File: src/rtl/stream_arbiter.sv
// stream_arbiter: per-master packet arbiter producing the crossbar grant matrix and routing handshakes
// Optional feature macro: ARB_ROUND_ROBIN_EN (round-robin per master; otherwise fixed priority, lowest index wins)
// Ports:
//   clk, rst_n            clock, asynchronous active-low reset
//   s_valid_i, s_last_i   per-source beat valid / last beat of packet
//   s_dest_i              per-source destination, slice j belongs to source j
//   s_ready_o             per-source ready, routed from the granted master
//   m_ready_i             per-master ready
//   m_valid_o, m_last_o   per-master valid / last, routed from the granted source
//   m_id_o                granted source index per master
//   grant_o               bit i*S_DATA_COUNT+j set when master i is granted to source j
module stream_arbiter #(
  parameter int S_DATA_COUNT = 5,
  parameter int M_DATA_COUNT = 3,
  parameter int T_ID___WIDTH = $clog2(S_DATA_COUNT),
  parameter int T_DEST_WIDTH = $clog2(M_DATA_COUNT)
) (
  input  logic                               clk,
  input  logic                               rst_n,
  input  logic [S_DATA_COUNT-1:0]            s_valid_i,
  input  logic [T_DEST_WIDTH*S_DATA_COUNT-1:0] s_dest_i,
  input  logic [S_DATA_COUNT-1:0]            s_last_i,
  output logic [S_DATA_COUNT-1:0]            s_ready_o,
  input  logic [M_DATA_COUNT-1:0]            m_ready_i,
  output logic [M_DATA_COUNT-1:0]            m_valid_o,
  output logic [M_DATA_COUNT-1:0]            m_last_o,
  output logic [T_ID___WIDTH*M_DATA_COUNT-1:0] m_id_o,
  output logic [S_DATA_COUNT*M_DATA_COUNT-1:0] grant_o
);
  typedef enum logic {IDLE, BUSY} state_t;
  state_t state_q [M_DATA_COUNT];
  state_t state_d [M_DATA_COUNT];
  logic [M_DATA_COUNT-1:0][S_DATA_COUNT-1:0] grant_q, grant_d, req;
  logic [M_DATA_COUNT-1:0][T_ID___WIDTH-1:0] id_q, id_d, win;
`ifdef ARB_ROUND_ROBIN_EN
  logic [M_DATA_COUNT-1:0][T_ID___WIDTH-1:0] ptr_q, ptr_d;
`endif
  logic [S_DATA_COUNT-1:0] src_busy;
  logic [M_DATA_COUNT-1:0] done;
  assign grant_o = grant_q;
  assign m_id_o  = id_q;
  always_comb begin
    src_busy  = '0;
    s_ready_o = '0;
    for (int i = 0; i < M_DATA_COUNT; i++) begin
      src_busy  = src_busy | grant_q[i];
      s_ready_o = s_ready_o | (grant_q[i] & {S_DATA_COUNT{m_ready_i[i]}});
      m_valid_o[i] = |(grant_q[i] & s_valid_i);
      m_last_o[i]  = |(grant_q[i] & s_last_i);
      done[i]      = m_ready_i[i] && |(grant_q[i] & s_valid_i & s_last_i);
    end
  end
  // Sources already holding a grant are masked so a mid-packet dest change
  // can never give one source two masters.
  always_comb begin
    req = '0;
    win = '0;
    for (int i = 0; i < M_DATA_COUNT; i++) begin
      for (int j = 0; j < S_DATA_COUNT; j++)
        req[i][j] = s_valid_i[j] && !src_busy[j] && s_dest_i[j*T_DEST_WIDTH +: T_DEST_WIDTH] == T_DEST_WIDTH'(i);
`ifdef ARB_ROUND_ROBIN_EN
      for (int k = S_DATA_COUNT; k >= 1; k--)
        if (req[i][(int'(ptr_q[i]) + k) % S_DATA_COUNT])
          win[i] = T_ID___WIDTH'((int'(ptr_q[i]) + k) % S_DATA_COUNT);
`else
      for (int j = S_DATA_COUNT - 1; j >= 0; j--)
        if (req[i][j]) win[i] = T_ID___WIDTH'(j);
`endif
    end
  end
  always_comb begin
    grant_d = grant_q;
    id_d    = id_q;
`ifdef ARB_ROUND_ROBIN_EN
    ptr_d   = ptr_q;
`endif
    for (int i = 0; i < M_DATA_COUNT; i++) begin
      state_d[i] = state_q[i];
      if (state_q[i] == IDLE && |req[i]) begin
        state_d[i] = BUSY;
        grant_d[i] = S_DATA_COUNT'(1) << win[i];
        id_d[i]    = win[i];
      end else if (state_q[i] == BUSY && done[i]) begin
        state_d[i] = IDLE;
        grant_d[i] = '0;
`ifdef ARB_ROUND_ROBIN_EN
        ptr_d[i]   = id_q[i];
`endif
      end
    end
  end
  always_ff @(posedge clk or negedge rst_n) begin
    if (!rst_n) begin
      for (int i = 0; i < M_DATA_COUNT; i++) state_q[i] <= IDLE;
      grant_q <= '0;
      id_q    <= '0;
`ifdef ARB_ROUND_ROBIN_EN
      ptr_q   <= {M_DATA_COUNT{T_ID___WIDTH'(S_DATA_COUNT - 1)}};
`endif
    end else begin
      for (int i = 0; i < M_DATA_COUNT; i++) state_q[i] <= state_d[i];
      grant_q <= grant_d;
      id_q    <= id_d;
`ifdef ARB_ROUND_ROBIN_EN
      ptr_q   <= ptr_d;
`endif
    end
  end
endmodule

File: config.mk
export PLATFORM = sky130hd
export DESIGN_NAME = stream_arbiter
export DESIGN_NICKNAME = d
export VERILOG_FILES = /design/src/rtl/stream_arbiter.sv
export SDC_FILE = /design/constraint.sdc
export NUM_CORES = 1
export LEC_CHECK = 0
export ABC_AREA = 1
export CORE_MARGIN = 2
export CORE_UTILIZATION = 50
export CTS_BUF_LIST = sky130_fd_sc_hd__clkbuf_16
export DETAILED_ROUTE_END_ITERATION = 8
export PLACE_DENSITY_LB_ADDON = 0.15
export SYNTH_ARGS = -nofsm -noshare
export SYNTH_HDL_FRONTEND = slang
export SYNTH_SLANG_ARGS = --single-unit
File: constraint.sdc
create_clock -name clk -period 2.4 [get_ports clk]
set_input_delay 0.48 -clock clk [delete_from_list [all_inputs] [get_ports clk]]
set_output_delay 0.48 -clock clk [all_outputs]
set_load 0.01 [all_outputs]
Word-level counts from Yosys, hierarchy flattened
Index checks and enable logic that the tools add are counted.
Cells by class
  reduce and logical (&&, ||, !) cells: 54
  shifts and indexed selects: 3
  bitwise gates (word level): 19
  multiplexer cells: 27
  equal/unequal tests: 10
Operators by type and width (count)
  $and A5 B5 Y5: 12
  $reduce_or A5 Y1: 12
  $mux W3: 15
  $mux W5: 6
  $logic_and A1 B1 Y1: 29
  $or A5 B5 Y5: 4
  $shl A1 B3 Y5 const A: 3
  $eq A2 B1 Y1 const B: 5
  $eq A2 B2 Y1 const B: 5
  $logic_not A2 Y1: 5
  $mux W1: 6
  $reduce_bool A2 Y1: 3
  $logic_not A1 Y1: 5
  $not A1 Y1: 3
Word-level totals
  input port bits: 25
  register bits: 27
  logic and storage cells: 122

Logic depth before layout (Yosys ltp)
  word-level depth: 12
  depth in mapped cells: 10

Least setup slack after synthesis
OpenSTA, ideal clock, no wires.
  kind: input port to output port
  from: input s_valid_i[4]
  to: output m_valid_o[2]
  buffers on the path: 0
  slack: 0.990 ns
  arrival time: 0.930 ns
  stages: 4
  cell sequence: nand2_1 -> inv_1 -> a221oi_1 -> o211ai_1
Between the ends
  longest elaborated chain between the ends: 2
RTL lines
  start: declaration: RTL line 20  | input logic [S_DATA_COUNT-1:0] s_valid_i,
  $and A5 B5 Y5: RTL line 48  | m_valid_o[i] = |(grant_q[i] & s_valid_i);
  $reduce_or A5 Y1: RTL line 48
  end: declaration: RTL line 25  | output logic [M_DATA_COUNT-1:0] m_valid_o,
No other way between the ends.

Final worst setup path
  from: input m_ready_i[1]
  to: output s_ready_o[3]
Between the ends
  longest elaborated chain between the ends: 3
RTL lines
  start: declaration: RTL line 24  | input logic [M_DATA_COUNT-1:0] m_ready_i,
  $and A5 B5 Y5: RTL line 47  | s_ready_o = s_ready_o | (grant_q[i] & {S_DATA_COUNT{m_ready_i[i]}});
  $or A5 B5 Y5 (2 in a row): RTL line 47
  end: declaration: RTL line 23  | output logic [S_DATA_COUNT-1:0] s_ready_o,
No other way between the ends.

==> impl_metrics.json <==
{
  "internal-power_w": 0.00163,
  "n_antenna_cell": 0,
  "ys_seq_area_share_pct": 36.6,
  "yosysWarnings": 0,
  "slew_headroom_pct": 75.9,
  "drc": 0,
  "cp-end-kind": "output port",
  "finalCritPeriodShare_pct": 96.7,
  "total_power_w": 0.00286,
  "synthSimpleGateAreaFrac_pct": 47.8,
  "finalSetupViolCount": 0,
  "synth_xor_area_share_pct": 0,
  "synth.area.top_cells": "dfrtp_1, nand2_1, nand3_1",
  "hp-class": "flip-flop to flip-flop",
  "dpl.hpwl_mm": 4.31,
  "die_area_um2": 4200,
  "clk_pin_slew_ps": 70,
  "io_buffers": 59,
  "grt_usage_pct": 28.7,
  "dpl_worst_slack_ps": -16.9,
  "synth_ff_type": "dfrtp_1",
  "synth.most_common_cell": "nand2_1",
  "cts_buffers": 3,
  "cts_htree_levels": 1,
  "synthesis.nets": 301,
  "crit_slowest_cell": "clkdlybuf4s50_1",
  "postLayoutCellArea_um2": 2640,
  "post-cts-setup-buffers": 0,
  "grtUsageMet3_pct": 3.30,
  "initial_core_util_pct": 51.2,
  "grtUsageMet2_pct": 46.5,
  "fin_nets": 371,
  "synth.top_cell.area_share_pct": 36.6,
  "clock_skew_ps": 3.55,
  "gr-usage-met1_pct": 40.2,
  "syn_to_final_growth_pct": 42.7,
  "layout_setup_ws_ps": 78.4,
  "maxSlewViolCount": 0,
  "vias_per_cell": 5.40,
  "synth_area_leader_cell": "dfrtp_1",
  "synth_area_per_cell_um2": 6.69,
  "cp_common_cell": "clkdlybuf4s50_1",
  "clock-root-buffer": "clkbuf_16",
  "cp_slowest_stage_delay_ps": 620,
  "gr-total-overflow": 0,
  "firstDrtPassIters": 5,
  "rows": 22,
  "power_density_nw_per_um2": 1090,
  "grt_pass1_wl_mm": 9.29,
  "synth_compound_area_share_pct": 7.79,
  "die_w_um": 64.8,
  "rsz0062_at_grt": "no",
  "synthDistinctLibCells": 24,
  "clock_latency_ps": 260,
  "avgRoutedWirePerCell_um": 14.5,
  "synth_cells": 276,
  "ant_nets": 0,
  "async_reset_ff_share_pct": 100,
  "layout-drive-gt1-share_pct": 9.57,
  "wl_mm": 5.70,
  "p_seq_share_pct": 32.1,
  "crit_chain": "clkdlybuf4s50_1, nand2_1, nand3_1, clkdlybuf4s50_1",
  "cp-start-kind": "primary input",
  "fillCellCount": 330,
  "hold_slack_ps": 478,
  "cp_top_family": "buffers and inverters",
  "pwr-share-comb_pct": 54.6,
  "clockBufferDepth": 2,
  "gp_congestion": 0.929,
  "startpoint": "m_ready_i[1]",
  "synth_seq_cells": 27,
  "cp.depth": 4,
  "min_from": "m_id_o[1]",
  "final_util_pct": 73.1,
  "cts_hold_buffers": 0,
  "grt_pass1_vias": 1982,
  "ff2ff_path_depth": 7,
  "io_pins": 60,
  "max_cap_viol_count": 0,
  "timing.fmax_ghz": 0.431,
  "grt_max_degree": 28,
  "switchingPower_w": 0.00123,
  "outcome": "finished, final reports clean",
  "placed_area_um2": 2540,
  "top_usage_layer": "met2",
  "cp.arrival_ps": 1840,
  "period_minus_slack_ps": 2320,
  "synth_top_family_by_area": "simple AND/OR/NAND/NOR gates",
  "multi_input_area_um2": 1030,
  "hold_viol_final": 0,
  "leakage_nw": 1.45,
  "cts_sinks": 27,
  "core-area_um2": 3610,
  "synthMuxAreaShare_pct": 0,
  "critPathBufInv": 2,
  "cts_tree": "built",
  "worstSetupPathType": "primary input to output port",
  "irDropWorstVdd_v": 0.000569,
  "p_sw_share_pct": 43.0,
  "timing.rr.start": "grant_o[6]",
  "synth.cell_area_um2": 1850,
  "tightestPinTransition_ps": 362,
  "die_h_um": 64.8,
  "synth_edf_count": 0,
  "cp_max_fo": 6,
  "vias": 2124,
  "whs_path_depth": 1,
  "antenna_found_initial": 0,
  "worstPathRequired_ps": 1920,
  "drtIter0Drc": 211,
  "yosys.area_share.adder_pct": 0,
  "regArea_um2": 676,
  "synthTopCellsByCount": "nand2_1, nand3_1, inv_1",
  "clkPwrFrac_pct": 13.3
}
==> worst paths after layout <==
path	endpoint	slack, ps
worst min register to register	m_id_o[1]	480
max in group asynchronous	grant_o[7]	1530
worst min-delay path	m_id_o[1]	480
min in group asynchronous	m_id_o[2]	600
worst max register to register	m_id_o[1]	770
worst max-delay path	s_ready_o[3]	80
==> cell families (layout without fill, tap and decap cells) <==
kind of cell	count (synthesis)	count (layout)
AND/OR/NAND/NOR	189	189
buffers and inverters	38	107
flip-flops	27	27
AO/OA/AOI/OAI	22	22
==> routing by layer <==
metal	vias up	wire (µm)	share of wire (%)
li1	1050	-	-
met1	965	2570	45
met2	101	2550	45
met3	8	488	8.6
met4	0	87	1.5
met5	-	0	0
==> state kept, by name, summed over array words and instances, names as in the netlist <==
name,cells
grant_o,15
m_id_o,9
state_q,3
==> final cells by class <==
cell class              instances  area share (%)
multi-input cells             211            39.2
well taps                      48            2.28
clock inverters                 1           0.190
repair buffers                 65            24.4
inverters                      38            5.46
clock buffers                   3            2.85
flip-flops and latches         27            25.6
==> worst register-to-register path: cells and delay by family, from the launching register on <==
family,cells,cell delay (ps)
AOI/OAI and AO/OA,1,170
DFF,1,490
and+or+nand+nor,6,860
==> layout by cell type, fill, tap and decap left out, drive strengths merged, types with 2 or more instances in the layout <==
cell and n:
clkinv 2, a221oi 6, nor3 3, nand2 96, o21ai 11, dfrtp 27
nand4 8, inv 37, nand3 49, o211ai 2, nor2 31, buf 6
dlygate4sd2 3, clkbuf 3, clkdlybuf4s50 52, dlymetal6s2s 4
==> through the flow <==
stage / setup TNS, ps / instances
floorplan: 0 / 276
global placement: -8.36 / 389
detailed placement: -22.8 / 389
CTS: 0 / 393
global route: 0 / 393
finish: 0 / 393
==> power by group through the flow <==
stage	clock, W	sequential [W]	combinational, W
finish	0.000381	0.000920	0.00156
global route	0.000409	0.000941	0.00172
CTS	0.000382	0.000905	0.00157
detailed placement	0	0.000909	0.00158
global placement	0	0.000909	0.00156
floorplan	0	0.000907	0.000748
==> what timing repair did <==
item                       in CTS  in global routing
pin swaps                       0                  0
setup endpoints to repair       3                  4
gates resized for setup         3                  5
No activity file was read; power rests on OpenSTA's default activity.
==> edit 1: new RTL, same flow settings <==
Change the parameter `S_DATA_COUNT` from 5 to 4.
--- a/src/rtl/stream_arbiter.sv
+++ b/src/rtl/stream_arbiter.sv
@@ -11,5 +11,5 @@
 //   grant_o               bit i*S_DATA_COUNT+j set when master i is granted to source j
 module stream_arbiter #(
-  parameter int S_DATA_COUNT = 5,
+  parameter int S_DATA_COUNT = 4,
   parameter int M_DATA_COUNT = 3,
   parameter int T_ID___WIDTH = $clog2(S_DATA_COUNT),
Interface: changed (6 resized); port bits go from 60 to 49. The function was not compared with the original's and may differ.
==> edit 1 against the unedited design <==
- area after synthesis is 16% lower
- register-to-register slack gained 0.23 ns
- critical endpoint is now m_valid_o[2]
- critical path depth unchanged
- power is 34% lower
- sequential cell count down 6
- combinational power decreased by 39%
- final area is 18% lower
- worst setup slack worse by 0.027 ns
- routed wire length down 26%
- critical path type unchanged
==> edit 1: results (changes against the unedited design) <==
metric	value	unit	change
hp-start	m_id_o[5]		was m_id_o[1]
pg_comb	945	µW	was 1560 µW
cts_resized	0		was 3
maxSlewHeadroom	0.730		was 0.759
viasPerCell	5.25		was 5.40
largest_reg_flops	12		was 15
p_leak	0.00105	µW	was 0.00145 µW
gp_congestion	0.943		was 0.929
drive_above_1_share	0.141		was 0.0957
drt_iter0_markers	92		was 211
crit_arrival	1.87	ns	was 1.84 ns
whs_endpoint	m_id_o[5]		was m_id_o[1]
ir_worst_vdd	0.000566	V	was 0.000569 V
grtUsageTotal	0.252		was 0.287
post-dp-hpwl	3330	µm	was 4310 µm
finalNetCount	299		was 371
grt_max_degree	22		was 28
routed_wl	4200	µm	was 5700 µm
crit_path_start	s_valid_i[1]		was m_ready_i[1]
min_path_cells	2		was 1
syn_nets	243		was 301
synth_area_leaders	dfrtp_1 34%, nand2_1 17%, nand3_1 9.1%, inv_1 5.6%, nand3_2 5.2%		was dfrtp_1 37%, nand2_1 18%, nand3_1 12%, inv_1 7.1%, nor2_1 5.1%
synth_cells	222		was 276
dr.pass1.iters	4		was 5
pre_cts_slack	0.0926	ns	was -0.0169 ns
endpoint	m_valid_o[2]		was s_ready_o[3]
num_vias	1629		was 2124
max_stage_delay	0.58	ns	was 0.62 ns
critical_path.max_fanout	4		was 6
fmax	426	MHz	was 431 MHz
io_buffers	48		was 59
rrSetupSlack	1.00	ns	was 0.77 ns
r2r-end	grant_o[5]		was m_id_o[1]
ys_types	21		was 24
worstReg2RegStart	grant_o[2]		was grant_o[6]
ff2ff_path_depth	8		was 7
grt_pass1_wl	6690	µm	was 9290 µm
status	complete, no violations		unchanged
whs	0.473	ns	was 0.478 ns
ys_seq_area_frac	0.340		was 0.366
edit 1: changes by cell type after synthesis, sizes merged, moves of 6 or more:
cell / before / now
dfrtp: 27 / 21
nand2: 96 / 78
nand3: 49 / 37
o2111ai: 0 / 6
inv: 37 / 28
a221oi: 6 / 0
edit 1: cell families after synthesis:
logic type | count (synthesis) | share of synthesized area
compound gates | 24 | 0.123
buf+inv | 29 | 0.0704
flops | 21 | 0.340
simple gates | 148 | 0.467
edit 1: cell type report:
cell class	instances	area, µm²
timing repair buffer	51	503
multi-input combinational	172	912
tap	33	41.3
sequential	21	526
clock inverter	1	5.00
clock buffer	3	75.1
inverter	29	109
fill	245	832
edit 1: worst max-delay path: cells and delay by family:
kind,cells,cell delay (ns)
AOI/OAI and AO/OA,1,0.11
buffers and inverters,2,1.15
and+or+nand+nor,1,0.12
edit 1: per-layer routing:
metal  routed length, µm  GRT usage
met1                2010      0.368
met2                1850      0.388
met3                 263     0.0349
met4                  84     0.0762
met5                   0          0
==> edit 2: new RTL, same settings <==
Made on the original files. Take the reset off `id_q` and load it in a clocked block of its own.
--- a/src/rtl/stream_arbiter.sv
+++ b/src/rtl/stream_arbiter.sv
@@ -94,5 +94,4 @@
       for (int i = 0; i < M_DATA_COUNT; i++) state_q[i] <= IDLE;
       grant_q <= '0;
-      id_q    <= '0;
 `ifdef ARB_ROUND_ROBIN_EN
       ptr_q   <= {M_DATA_COUNT{T_ID___WIDTH'(S_DATA_COUNT - 1)}};
@@ -101,5 +100,4 @@
       for (int i = 0; i < M_DATA_COUNT; i++) state_q[i] <= state_d[i];
       grant_q <= grant_d;
-      id_q    <= id_d;
 `ifdef ARB_ROUND_ROBIN_EN
       ptr_q   <= ptr_d;
@@ -107,4 +105,8 @@
     end
   end
+
+  always_ff @(posedge clk) begin
+    id_q <= id_d;
+  end
 endmodule
 
Function: changed (Yosys sat finds a counterexample within 4 cycles, from zero or initial values and one cycle with rst_n low).
==> edit 2 against the unedited design <==
- sequential share of layout area up 1.4 points
- first-iteration DRC count up 5.2%
- routed wire length down 4.9%
- utilization up 0.41 points
- worst setup slack better by 0.0013 ns
- area after synthesis up 0.95%
- final area up 1.3%
- global-route usage down 0.88 points
- worst hold slack better by 0.060 ns
- power down 10%
- sequential cell count unchanged
- clock skew about the same
- critical endpoint is now m_last_o[2]
- largest cell class unchanged
==> edit 2: results (changes against the unedited design) <==
metric	value	unit	change
status	complete, no violations		unchanged
syn_nets	275		was 301
critical_path.max_fanout	3		was 6
wl_met1	2420	µm	was 2570 µm
grtUsageMet2	0.468		was 0.465
wl_met2	2470	µm	was 2550 µm
fin_skew	0.00373	ns	was 0.00355 ns
max_stage_delay	0.49	ns	was 0.62 ns
synth_cells	250		was 276
crit_path_start	s_last_i[1]		was m_ready_i[1]
grt_pass1_wl	9080	µm	was 9290 µm
dpl-instance-area	0.00258	mm²	was 0.00254 mm²
gp_congestion	0.970		was 0.929
viasPerCell	5.33		was 5.40
synth_area_leaders	dfrtp_1 24%, edfxtp_1 14%, nand3_1 13%, nand2_1 12%, nor2_1 5.2%		was dfrtp_1 37%, nand2_1 18%, nand3_1 12%, inv_1 7.1%, nor2_1 5.1%
hp-start	state_q[2]		was m_id_o[1]
dr.pass1.iters	4		was 5
ys_seq_area_frac	0.387		was 0.366
highest_layer	met4		unchanged
synth_edf_count	9		was 0
post-dp-hpwl	4280	µm	was 4310 µm
routed_wl	5420	µm	was 5700 µm
p_leak	0.00134	µW	was 0.00145 µW
placed_cells	366		was 389
ir_worst_vdd	0.000413	V	was 0.000569 V
grtUsageTotal	0.279		was 0.287
drive_above_1_share	0.161		was 0.0957
wl_met3	432	µm	was 488 µm
fmax	431	MHz	about the same
min_path_cells	2		was 1
pre_cts_slack	-0.0898	ns	was -0.0169 ns
whs_endpoint	state_q[2]		was m_id_o[1]
antenna_found_initial	0		unchanged
synth_commonest_cells	62 x nand2_1, 48 x nand3_1, 26 x nor2_1		was 89 x nand2_1, 45 x nand3_1, 35 x inv_1
maxSlewHeadroom	0.768		was 0.759
whs	0.539	ns	was 0.478 ns
rrSetupSlack	0.69	ns	was 0.77 ns
p_sw_frac	0.421		was 0.430
grt_pass1_vias	1847		was 1982
grt_max_degree	19		was 28
worstReg2RegStart	grant_o[0]		was grant_o[6]
num_vias	1971		was 2124
endpoint	m_last_o[2]		was s_ready_o[3]
## edit 2: cell families after synthesis
kind of cell | synth area share
buffers and inverters | 0.0631
and+or+nand+nor | 0.458
AOI/OAI and AO/OA | 0.0919
DFF | 0.387
## edit 2: power by group through the flow
stage / combinational (µW) / clock, µW / sequential, µW
after floorplan: 694 / 0 / 827
after global placement: 1340 / 0 / 839
after detailed placement: 1360 / 0 / 839
after CTS: 1350 / 381 / 833
after global routing: 1490 / 403 / 859
final: 1350 / 379 / 844
## edit 2: cell type report
class	instances	area [µm²]
clock inverters	1	5.00
inverters	30	118
fillers	289	963
well taps	48	60.1
flip-flops and latches	27	721
clock buffers	3	75.1
multi-input cells	193	1030
repair buffers	68	659
## edit 2: worst max-delay path: cells and delay by family
family | cells | cell delay, ns
and+or+nand+nor | 2 | 0.21
buffers and inverters | 3 | 0.99
AOI/OAI and AO/OA | 1 | 0.16
## edit 2: timing repair
action,CTS,global route
pin swaps,0,0
resized for setup,5,4
setup endpoints to repair,4,3
hold endpoints to repair,0,0
